[src/rtl/tank_pkg.sv]
// Shared tank-game constants: direction and tile codes, tile-map geometry,
// the bullet collision FSM states and the tile-index helper.
package tank_pkg;

    localparam logic [1:0] ICON_UP    = 2'd0;
    localparam logic [1:0] ICON_DOWN  = 2'd1;
    localparam logic [1:0] ICON_LEFT  = 2'd2;
    localparam logic [1:0] ICON_RIGHT = 2'd3;

    localparam logic [1:0] TILE_EMPTY = 2'd0;
    localparam logic [1:0] TILE_BRICK = 2'd1;
    localparam logic [1:0] TILE_STEEL = 2'd2;
    localparam logic [1:0] TILE_WATER = 2'd3;

    localparam int MAP_COLS   = 20;
    localparam int TILE_SHIFT = 5;

    typedef enum logic [2:0] {
        ST_IDLE,
        ST_CHECK,
        ST_MAP_REQ,
        ST_MAP_WAIT,
        ST_BRICK_WR,
        ST_DESTROY,
        ST_EXPLODE
    } bc_state_t;

    // Row-major tile index with 20 columns: ty*16 + ty*4 + tx, no multiplier.
    function automatic logic [8:0] tile_index(input logic [9:0] x, input logic [8:0] y);
        logic [8:0] tx;
        logic [8:0] ty;
        tx = {4'b0, x[9:TILE_SHIFT]};
        ty = {5'b0, y[8:TILE_SHIFT]};
        return (ty << 4) + (ty << 2) + tx;
    endfunction

endpackage

[src/rtl/bullet_collision_explosion_timer.sv]
// Down-counter for the explosion duration: load starts it at EXPLOSION_CYCLES-1,
// done_o is high during the cycle the count sits at zero.
module explosion_timer #(
    parameter int EXPLOSION_CYCLES = 25_000_000
) (
    input  logic clk25,
    input  logic reset,
    input  logic load_i,
    output logic done_o
);

    localparam int CW = (EXPLOSION_CYCLES > 1) ? $clog2(EXPLOSION_CYCLES) : 1;
    localparam logic [CW-1:0] LOAD_VAL = CW'(EXPLOSION_CYCLES - 1);

    logic [CW-1:0] cnt_q, cnt_d;
    logic          active_q, active_d;

    always_comb begin
        cnt_d    = cnt_q;
        active_d = active_q;
        if (load_i) begin
            cnt_d    = LOAD_VAL;
            active_d = 1'b1;
        end else if (active_q) begin
            if (cnt_q == '0) begin
                active_d = 1'b0;
            end else begin
                cnt_d = cnt_q - 1'b1;
            end
        end
    end

    always_ff @(posedge clk25) begin
        if (reset) begin
            cnt_q    <= '0;
            active_q <= 1'b0;
        end else begin
            cnt_q    <= cnt_d;
            active_q <= active_d;
        end
    end

    assign done_o = active_q && (cnt_q == '0);

endmodule

[src/rtl/bullet_collision.sv]
// Bullet collision responder: tank/bounds/tile-map checks, brick clearing and
// explosion timing. Define BULLET_COLLISION_SCORE_EN to build the hit counter.
module bullet_collision
    import tank_pkg::*;
#(
    parameter int SCREEN_W         = 640,
    parameter int SCREEN_H         = 480,
    parameter int TANK_SIZE        = 32,
    parameter int EXPLOSION_CYCLES = 25_000_000
) (
    input  logic       clk25,
    input  logic       reset,
    input  logic [9:0] bullet_x,
    input  logic [8:0] bullet_y,
    input  logic       bullet_act,
    input  logic [9:0] enemy_x,
    input  logic [8:0] enemy_y,
    output logic       map_rd,
    output logic [8:0] map_addr,
    input  logic [1:0] map_data,
    input  logic       map_valid,
    output logic       map_wr,
    output logic       des_bullet,
    output logic       explosion_flag,
    output logic [9:0] exp_x,
    output logic [8:0] exp_y,
    output logic       hit_tank,
    output logic [7:0] score
);

    bc_state_t  state_q, state_d;
    logic [9:0] last_x_q, last_x_d;
    logic [8:0] last_y_q, last_y_d;
    logic       first_q, first_d;
    logic       abort_q, abort_d;
    logic       map_rd_q, map_rd_d;
    logic [8:0] map_addr_q, map_addr_d;
    logic       map_wr_q, map_wr_d;
    logic       des_q, des_d;
    logic       flag_q, flag_d;
    logic [9:0] exp_x_q, exp_x_d;
    logic [8:0] exp_y_q, exp_y_d;
    logic       hit_q, hit_d;

    logic        pos_new;
    logic [10:0] dx, dy;
    logic        tank_hit, out_of_bounds;
    logic        timer_load, timer_done;

    assign pos_new = bullet_act &&
                     (first_q || (bullet_x != last_x_q) || (bullet_y != last_y_q));

    // 11-bit differences: a bullet left of / above the tank wraps to a large value.
    assign dx = {1'b0, last_x_q} - {1'b0, enemy_x};
    assign dy = {2'b0, last_y_q} - {2'b0, enemy_y};
    assign tank_hit      = (dx < 11'(TANK_SIZE)) && (dy < 11'(TANK_SIZE));
    assign out_of_bounds = ({1'b0, last_x_q} >= 11'(SCREEN_W)) ||
                           ({1'b0, last_y_q} >= 10'(SCREEN_H));

    assign timer_load = (state_q == ST_DESTROY);

    explosion_timer #(
        .EXPLOSION_CYCLES(EXPLOSION_CYCLES)
    ) u_timer (
        .clk25 (clk25),
        .reset (reset),
        .load_i(timer_load),
        .done_o(timer_done)
    );

    always_ff @(posedge clk25) begin
        if (reset) begin
            state_q <= ST_IDLE;
        end else begin
            state_q <= state_d;
        end
    end

    always_comb begin
        state_d = state_q;
        case (state_q)
            ST_IDLE:     if (pos_new) state_d = ST_CHECK;
            ST_CHECK:    state_d = (tank_hit || out_of_bounds) ? ST_DESTROY : ST_MAP_REQ;
            ST_MAP_REQ:  state_d = ST_MAP_WAIT;
            ST_MAP_WAIT: begin
                if (map_valid) begin
                    if (abort_q || !bullet_act) begin
                        state_d = ST_IDLE;
                    end else begin
                        case (map_data)
                            TILE_BRICK: state_d = ST_BRICK_WR;
                            TILE_STEEL: state_d = ST_DESTROY;
                            default:    state_d = ST_IDLE;
                        endcase
                    end
                end
            end
            ST_BRICK_WR: state_d = ST_DESTROY;
            ST_DESTROY:  state_d = ST_EXPLODE;
            ST_EXPLODE:  if (timer_done) state_d = ST_IDLE;
            default:     state_d = ST_IDLE;
        endcase
    end

    always_comb begin
        last_x_d   = last_x_q;
        last_y_d   = last_y_q;
        first_d    = first_q;
        abort_d    = abort_q;
        map_rd_d   = 1'b0;
        map_addr_d = map_addr_q;
        map_wr_d   = 1'b0;
        des_d      = 1'b0;
        hit_d      = 1'b0;
        flag_d     = flag_q;
        exp_x_d    = exp_x_q;
        exp_y_d    = exp_y_q;
        case (state_q)
            ST_IDLE: begin
                if (pos_new) begin
                    last_x_d = bullet_x;
                    last_y_d = bullet_y;
                    first_d  = 1'b0;
                end
            end
            ST_CHECK:    hit_d = tank_hit;
            ST_MAP_REQ: begin
                map_rd_d   = 1'b1;
                map_addr_d = tile_index(last_x_q, last_y_q);
                abort_d    = 1'b0;
            end
            ST_MAP_WAIT: if (!bullet_act) abort_d = 1'b1;
            ST_BRICK_WR: map_wr_d = 1'b1;
            ST_DESTROY: begin
                des_d   = 1'b1;
                flag_d  = 1'b1;
                exp_x_d = last_x_q;
                exp_y_d = last_y_q;
            end
            ST_EXPLODE: begin
                if (timer_done) begin
                    flag_d  = 1'b0;
                    first_d = 1'b1;
                end
            end
            default: ;
        endcase
    end

    always_ff @(posedge clk25) begin
        if (reset) begin
            last_x_q   <= '0;
            last_y_q   <= '0;
            first_q    <= 1'b1;
            abort_q    <= 1'b0;
            map_rd_q   <= 1'b0;
            map_addr_q <= '0;
            map_wr_q   <= 1'b0;
            des_q      <= 1'b0;
            hit_q      <= 1'b0;
            flag_q     <= 1'b0;
            exp_x_q    <= '0;
            exp_y_q    <= '0;
        end else begin
            last_x_q   <= last_x_d;
            last_y_q   <= last_y_d;
            first_q    <= first_d;
            abort_q    <= abort_d;
            map_rd_q   <= map_rd_d;
            map_addr_q <= map_addr_d;
            map_wr_q   <= map_wr_d;
            des_q      <= des_d;
            hit_q      <= hit_d;
            flag_q     <= flag_d;
            exp_x_q    <= exp_x_d;
            exp_y_q    <= exp_y_d;
        end
    end

`ifdef BULLET_COLLISION_SCORE_EN
    logic [7:0] score_q;

    // Counts alongside hit_tank so both outputs change on the same edge.
    always_ff @(posedge clk25) begin
        if (reset) begin
            score_q <= '0;
        end else if (hit_d && (score_q != 8'hFF)) begin
            score_q <= score_q + 8'd1;
        end
    end

    assign score = score_q;
`else
    assign score = 8'd0;
`endif

    assign map_rd         = map_rd_q;
    assign map_addr       = map_addr_q;
    assign map_wr         = map_wr_q;
    assign des_bullet     = des_q;
    assign explosion_flag = flag_q;
    assign exp_x          = exp_x_q;
    assign exp_y          = exp_y_q;
    assign hit_tank       = hit_q;

endmodule

[config.mk]
export PLATFORM = sky130hd
export DESIGN_NAME = bullet_collision
export DESIGN_NICKNAME = d
export VERILOG_FILES = /design/src/rtl/tank_pkg.sv /design/src/rtl/bullet_collision_explosion_timer.sv /design/src/rtl/bullet_collision.sv
export SDC_FILE = /design/constraint.sdc
export NUM_CORES = 1
export LEC_CHECK = 0
export ABC_AREA = 1
export CORE_MARGIN = 2
export CORE_UTILIZATION = 30
export CTS_CLUSTER_SIZE = 8
export DETAILED_ROUTE_END_ITERATION = 7
export PLACE_DENSITY = 0.54
export RECOVER_POWER = 25
export SYNTH_ARGS = -nofsm -noshare
export SYNTH_HDL_FRONTEND = slang
export SYNTH_SLANG_ARGS = --single-unit
[constraint.sdc]
create_clock -name clk25 -period 2.9 [get_ports clk25]
set_clock_uncertainty 0.15 [all_clocks]
set_input_delay 0.58 -clock clk25 [delete_from_list [all_inputs] [get_ports clk25]]
set_output_delay 0.58 -clock clk25 [all_outputs]
set_load 0.05 [all_outputs]
== Yosys cells after proc, flatten, opt, wreduce, memory -nomap -nowiden ==
Cells that the tools add are included.
Operators by class
  $add $sub $neg: 5
  $mul: 0
  divide/modulo/power cells: 0
  order comparisons: 4
  equality and inequality tests: 15
  shifts and indexed selects: 0
  muxes and demuxes: 23
  bitwise gates (word level): 2
  reduce and logical (&&, ||, !) cells: 24
Operators by type and width (number)
  25-bit 2-to-1 mux: 3
  25-bit logical NOT: 1
  25-bit by 1-bit subtractor with 25-bit output (second input constant): 1
  11-bit by 6-bit < comparator with 1-bit output (second input constant): 2
  3-bit one-hot mux with 7 select lines: 1
  3-bit 2-to-1 mux: 5
  10-bit by 10-bit subtractor with 11-bit output: 1
  10-bit >= comparator (second input constant): 1
  1-bit 2-to-1 mux: 10
  10-bit != test: 1
  2-bit != test (second input constant): 5
  2-bit AND reduction: 5
  9-bit by 9-bit subtractor with 10-bit output: 1
  8-bit by 6-bit adder with 9-bit output: 1
  9-bit by 5-bit adder with 9-bit output: 1
  3-bit equality test (second input constant): 3
  9-bit >= comparator (second input constant): 1
  9-bit != test: 1
  2-bit nonzero test: 4
  3-bit by 2-bit equality test with 1-bit output (second input constant): 2
  1-bit one-hot mux with 2 select lines: 3
  3-bit one-hot mux with 2 select lines: 1
  3-bit AND reduction: 2
  1-bit logical OR: 5
  other kinds (8): 12
Word-level totals
  register bits: 83
  bits in latches: 0
  RAM bits: 0
  bits in read-only memories: 0
  input bits: 44
  logic and storage cells: 89
  memories: 0

== Longest topological paths before layout ==
Gate-level depths: netlist of the first run.
  depth after elaboration: 6
  gate-level depth with buffers: 18
  depth with buffers taken out: 18

== Modules after synthesis ==
From an unflattened synthesis of the first run, not the netlist that was laid out.
Second synthesis, totals
  cells, all modules: 818
  area, all modules: 5405.2 um2
By module, submodules not included
  bullet_collision: times used 1, cells an instance 522, area an instance 3598.5 um2
  explosion_timer: times used 1, cells an instance 296, area an instance 1806.7 um2

== Least setup slack after synthesis of the first run ==
No wires, ideal clock.
  path type: input port to flip-flop
  start point: input enemy_x[6]
  end point: register state_q[0]
  library setup time: 0.070 ns
  data arrival time: 2.011 ns
  path slack: 0.669 ns
  cell stages on the path: 15
  buffers on the path: 0
  cells stage by stage: inv_1 > ha_1 > nand2_1 > inv_1 > a21oi_1 > nand2_1 > nand2_1 > nand2_1 > nor2_1 > nand4_1 > o21bai_1 > nand2_1 > nand2_1 > nand2_1 > a21oi_1
Between the ends
  longest elaborated chain between the ends: 6
RTL lines
  start, declared: line bullet_collision.sv:16  | input logic [9:0] enemy_x,
  10-bit by 10-bit subtractor with 11-bit output: line bullet_collision.sv:54  | assign dx = {1'b0, last_x_q} - {1'b0, enemy_x};
  11-bit by 6-bit < comparator with 1-bit output: line bullet_collision.sv:56  | assign tank_hit = (dx < 11'(TANK_SIZE)) && (dy < 11'(TANK_SIZE));
  1-bit logical AND: line bullet_collision.sv:56
  1-bit logical OR: line bullet_collision.sv:83  | ST_CHECK: state_d = (tank_hit || out_of_bounds) ? ST_DESTROY : ST_MAP_REQ;
  3-bit 2-to-1 mux: line bullet_collision.sv:83
  3-bit one-hot mux with 7 select lines: line bullet_collision.sv:81  | case (state_q)
  end signal, assigned: line bullet_collision.sv:75  | state_q <= state_d;
  end, declared: line bullet_collision.sv:31  | bc_state_t state_q, state_d;
Every way passes these cells.
A chain may end at the register's enable or synchronous reset.

== Worst setup path in the final report of the first run ==
  start point: input enemy_x[5]
  end point: register state_q[0]
The elaborated chain is that of the path after synthesis.

==> results.json, run 1 <==
{
  "grt_pass1_vias": 4277,
  "worstSetupStartpointType": "input pin",
  "power_density_mw_per_mm2": 535,
  "die_height_um": 131,
  "relSlewSlack_pct": 52.2,
  "rr_worst_depth": 14,
  "cap_violations": 0,
  "cts_buffers": 9,
  "cts_tree": "yes",
  "status": "finished, final reports clean",
  "dr_total_vias": 4593,
  "ys.flop_type": "dfxtp_1",
  "cpLargestDelayFamily": "simple AND/OR/NAND/NOR gates",
  "antenna_cells": 0,
  "stdcell_area_mm2": 0.00621,
  "core.rowCount": 46,
  "finalSetupViolCount": 0,
  "dp_hpwl_um": 10200,
  "cp.arrival_ps": 2720,
  "worst_pin_slew_ps": 717,
  "drive_above_1_share_pct": 5.47,
  "wl_met1_um": 6580,
  "r2r-end": "u_timer.cnt_q[15]",
  "synth.distinct_cells": 47,
  "ys_ff_latch": 83,
  "hold_depth": 2,
  "hold-path-endpoint": "exp_x[3]",
  "path_max_fanout": 5,
  "drv_slew": 0,
  "crit_buf_inv": 3,
  "dpl_cell_area_mm2": 0.00595,
  "crit_path_frequent_cell": "nand2_1",
  "period_needed_ps": 2600,
  "met2WireLength_um": 5780,
  "die_w_um": 131,
  "syn2layout_area_growth_pct": 27.4,
  "grtUsageTotal_pct": 15.5,
  "cts-htree-levels": 3,
  "synth_top_cell_by_area": "dfxtp_1",
  "drt_first_pass_iters": 4,
  "wl_met3_um": 564,
  "synth_cells": 733,
  "synthArstFlopShare_pct": 0,
  "die_area_mm2": 0.0173,
  "synth_area_leaders": "dfxtp_1 34%, nand2_1 14%, inv_1 9.6%",
  "crit_type": "input pin to flop",
  "final_nets": 891,
  "grt_max_degree": 43,
  "endpoint_kind": "flop",
  "ys_warn_count": 0,
  "drtIter0Drc": 211,
  "ant_nets": 0,
  "grt_pass1_wl_um": 21400,
  "hold_viol_final": 0,
  "hold_buffers": 0,
  "antenna_found_initial": 0,
  "fill_cells": 1759,
  "portBuffers": 76,
  "io_pins": 85,
  "finalWirelength_um": 13100,
  "vdd_drop_max_mv": 0.224,
  "min_period_over_period_pct": 89.5,
  "pre_cts_ws_ps": -51.8,
  "cp_cell_sequence": "clkdlybuf4s50_1 -> inv_1 -> ha_1 -> nand2_1 -> inv_1 -> a21oi_1 -> nand2_1 -> nand2_1 -> nand2_1 -> nor2_1 -> nand4_1 -> o21bai_2 -> nand2_1 -> nand2_1 -> nand2_1 -> a21oi_1",
  "finalWorstSetupSlack_ps": 304,
  "clk_latency_ps": 340,
  "gr-total-overflow": 0,
  "place_inst": 1024,
  "core_region_area_mm2": 0.0159,
  "ys_seq_area_share_pct": 34.1,
  "wl_per_cell_um": 12.7,
  "synth-edff-count": 0,
  "p_leak_nw": 3.00,
  "rrSetupSlack_ps": 460,
  "hold_start": "exp_x[3]",
  "synth_area_mm2": 0.00487,
  "cts.sinks": 83,
  "path_clk_slew_ps": 60,
  "cts.path.max_buffers": 2,
  "vias_per_cell": 4.42,
  "gp_congestion": 0.887,
  "cpMaxStageDelayCell": "clkdlybuf4s50_1",
  "stdcell_count": 1038,
  "fmax_mhz": 385,
  "synth.avg_cell_area_um2": 6.65,
  "reg2reg_from": "u_timer.cnt_q[0]",
  "remaining_drc_errors": 0,
  "cpPeakStageDelay_ps": 460,
  "initial_core_util_pct": 30.7,
  "synth_top_area_share_pct": 34.1,
  "hold_path_class": "flop to flop",
  "highest_layer": "met4",
  "finish.utilization_pct": 39.1,
  "crit_required_ps": 3020,
  "post_cts_buffers": 0,
  "rsz0062_at_grt": "no",
  "ctsRootBufferMaster": "clkbuf_16"
}
[Yosys cell counts, types with 4 or more instances]
cell and count:
nor2_1 61, nand3_1 27, nand2_2 4, dfxtp_1 83
a31oi_1 6, o21ai_0 66, nand4_1 5, xor2_1 4
ha_1 26, inv_1 124, buf_4 8, nor4_1 4
clkbuf_1 11, nand2_1 176, inv_2 4, nand3b_1 5
nor2_2 7, xnor2_1 10, a21oi_1 47, o21ai_1 7
nor3_1 12
[cells by family after synthesis]
| kind of cell | synth area share (%) |
|---|---|
| flip-flops | 34.1 |
| other | 0.0770 |
| adder cells (fa/ha/maj) | 7.50 |
| AND/OR/NAND/NOR | 28.7 |
| AO/OA/AOI/OAI | 14.7 |
| buffers and inverters | 12.4 |
| XOR/XNOR | 2.52 |
[per-layer routing]
layer / GRT usage, % / vias to the layer above
li1: - / 2490
met1: 21.1 / 1998
met2: 24.3 / 94
met3: 2.89 / 11
met4: 5.98 / 0
met5: 0 / -
[tightest hold or removal path, cell delays in order, from the launching register on]
cell and delay (ps):
dfxtp_1 330, nand2_1 50, o21ai_0 50
[final cells by class]
class,instances,area (µm²),area share (%)
Clock buffer,11,243,3.91
Clock inverter,3,40.0,0.645
Inverter,129,484,7.80
Multi-Input combinational cell,505,2620,42.2
Sequential cell,83,1660,26.8
Tap cell,216,270,4.35
Timing Repair Buffer,91,888,14.3
[sequential cells by signal, summed over array words and instances, names as in the netlist, 3 cells and up]
register and count:
last_y_q 9, map_addr 9, u_timer.cnt_q 25, last_x_q 10
exp_y 9, state_q 3, exp_x 10
[layout by cell type (no fill, tap or decap), types with 5 or more instances in the layout]
cell	synthesis	routed
a21oi_1	47	47
a31oi_1	6	6
buf_4	8	10
clkbuf_16	0	9
clkdlybuf4s50_1	0	75
conb_1	1	8
dfxtp_1	83	83
ha_1	26	26
inv_1	124	125
nand2_1	176	178
nand3_1	27	27
nand3b_1	5	5
nand4_1	5	5
nor2_1	61	64
nor3_1	12	12
o21ai_0	66	67
o21ai_1	7	6
xnor2_1	10	10
[worst max-delay path by stage]
stage / start / endpoint / slack [ps] / depth (start not counted)
2_1_floorplan: enemy_x[6] / state_q[0] / 670 / 15
3_3_place_gp: enemy_x[5] / state_q[0] / -10 / 16
3_5_place_dp: enemy_x[5] / state_q[0] / -50 / 16
4_1_cts: enemy_x[5] / state_q[0] / 310 / 18
5_1_grt: enemy_x[5] / state_q[0] / 50 / 16
6_report: enemy_x[5] / state_q[0] / 300 / 16
[report_power, final]
part / internal (mW) / leakage (nW) / switching (mW)
logic: 0.355 / 2.18 / 0.557
registers: 1.21 / 0.674 / 0.0702
clock network: 0.678 / 0.141 / 0.452
total: 2.24 / 3.00 / 1.08
[stage by stage]
stage / power, mW / hold slack (ps) / setup TNS (ps)
2_1_floorplan: 1.92 / 284 / 0
3_3_place_gp: 2.23 / 290 / -23.2
3_5_place_dp: 2.22 / 294 / -88.2
4_1_cts: 3.36 / 310 / 0
5_1_grt: 3.53 / 331 / 0
6_report: 3.32 / 306 / 0
[what timing repair did]
action,in CTS,in global routing
resized for setup,0,1
endpoints found under the hold margin,0,0
endpoints found under the setup margin,0,2
Power figures use the tool's default switching activity.
==> inputs of run 2 (changes only) <==
--- a/config.mk
+++ b/config.mk
@@ -6,6 +6,7 @@
 export NUM_CORES = 1
 export LEC_CHECK = 0
 export ABC_AREA = 1
+export CAP_MARGIN = 15
 export CORE_MARGIN = 2
 export CORE_UTILIZATION = 30
 export CTS_CLUSTER_SIZE = 8
@@ -15,3 +16,4 @@
 export SYNTH_ARGS = -nofsm -noshare
 export SYNTH_HDL_FRONTEND = slang
 export SYNTH_SLANG_ARGS = --single-unit
+export TNS_END_PERCENT = 20
==> results of run 2 <==
Final layout, timing and power as in run 1 (identical DEF).
==> inputs of run 3 (changes only) <==
--- a/config.mk
+++ b/config.mk
@@ -9,6 +9,7 @@
 export CAP_MARGIN = 15
 export CORE_MARGIN = 2
 export CORE_UTILIZATION = 30
+export CTS_CLUSTER_DIAMETER = 60
 export CTS_CLUSTER_SIZE = 8
 export DETAILED_ROUTE_END_ITERATION = 7
 export PLACE_DENSITY = 0.54
==> results of run 3 <==
Final layout, timing and power as in run 1 (identical DEF).
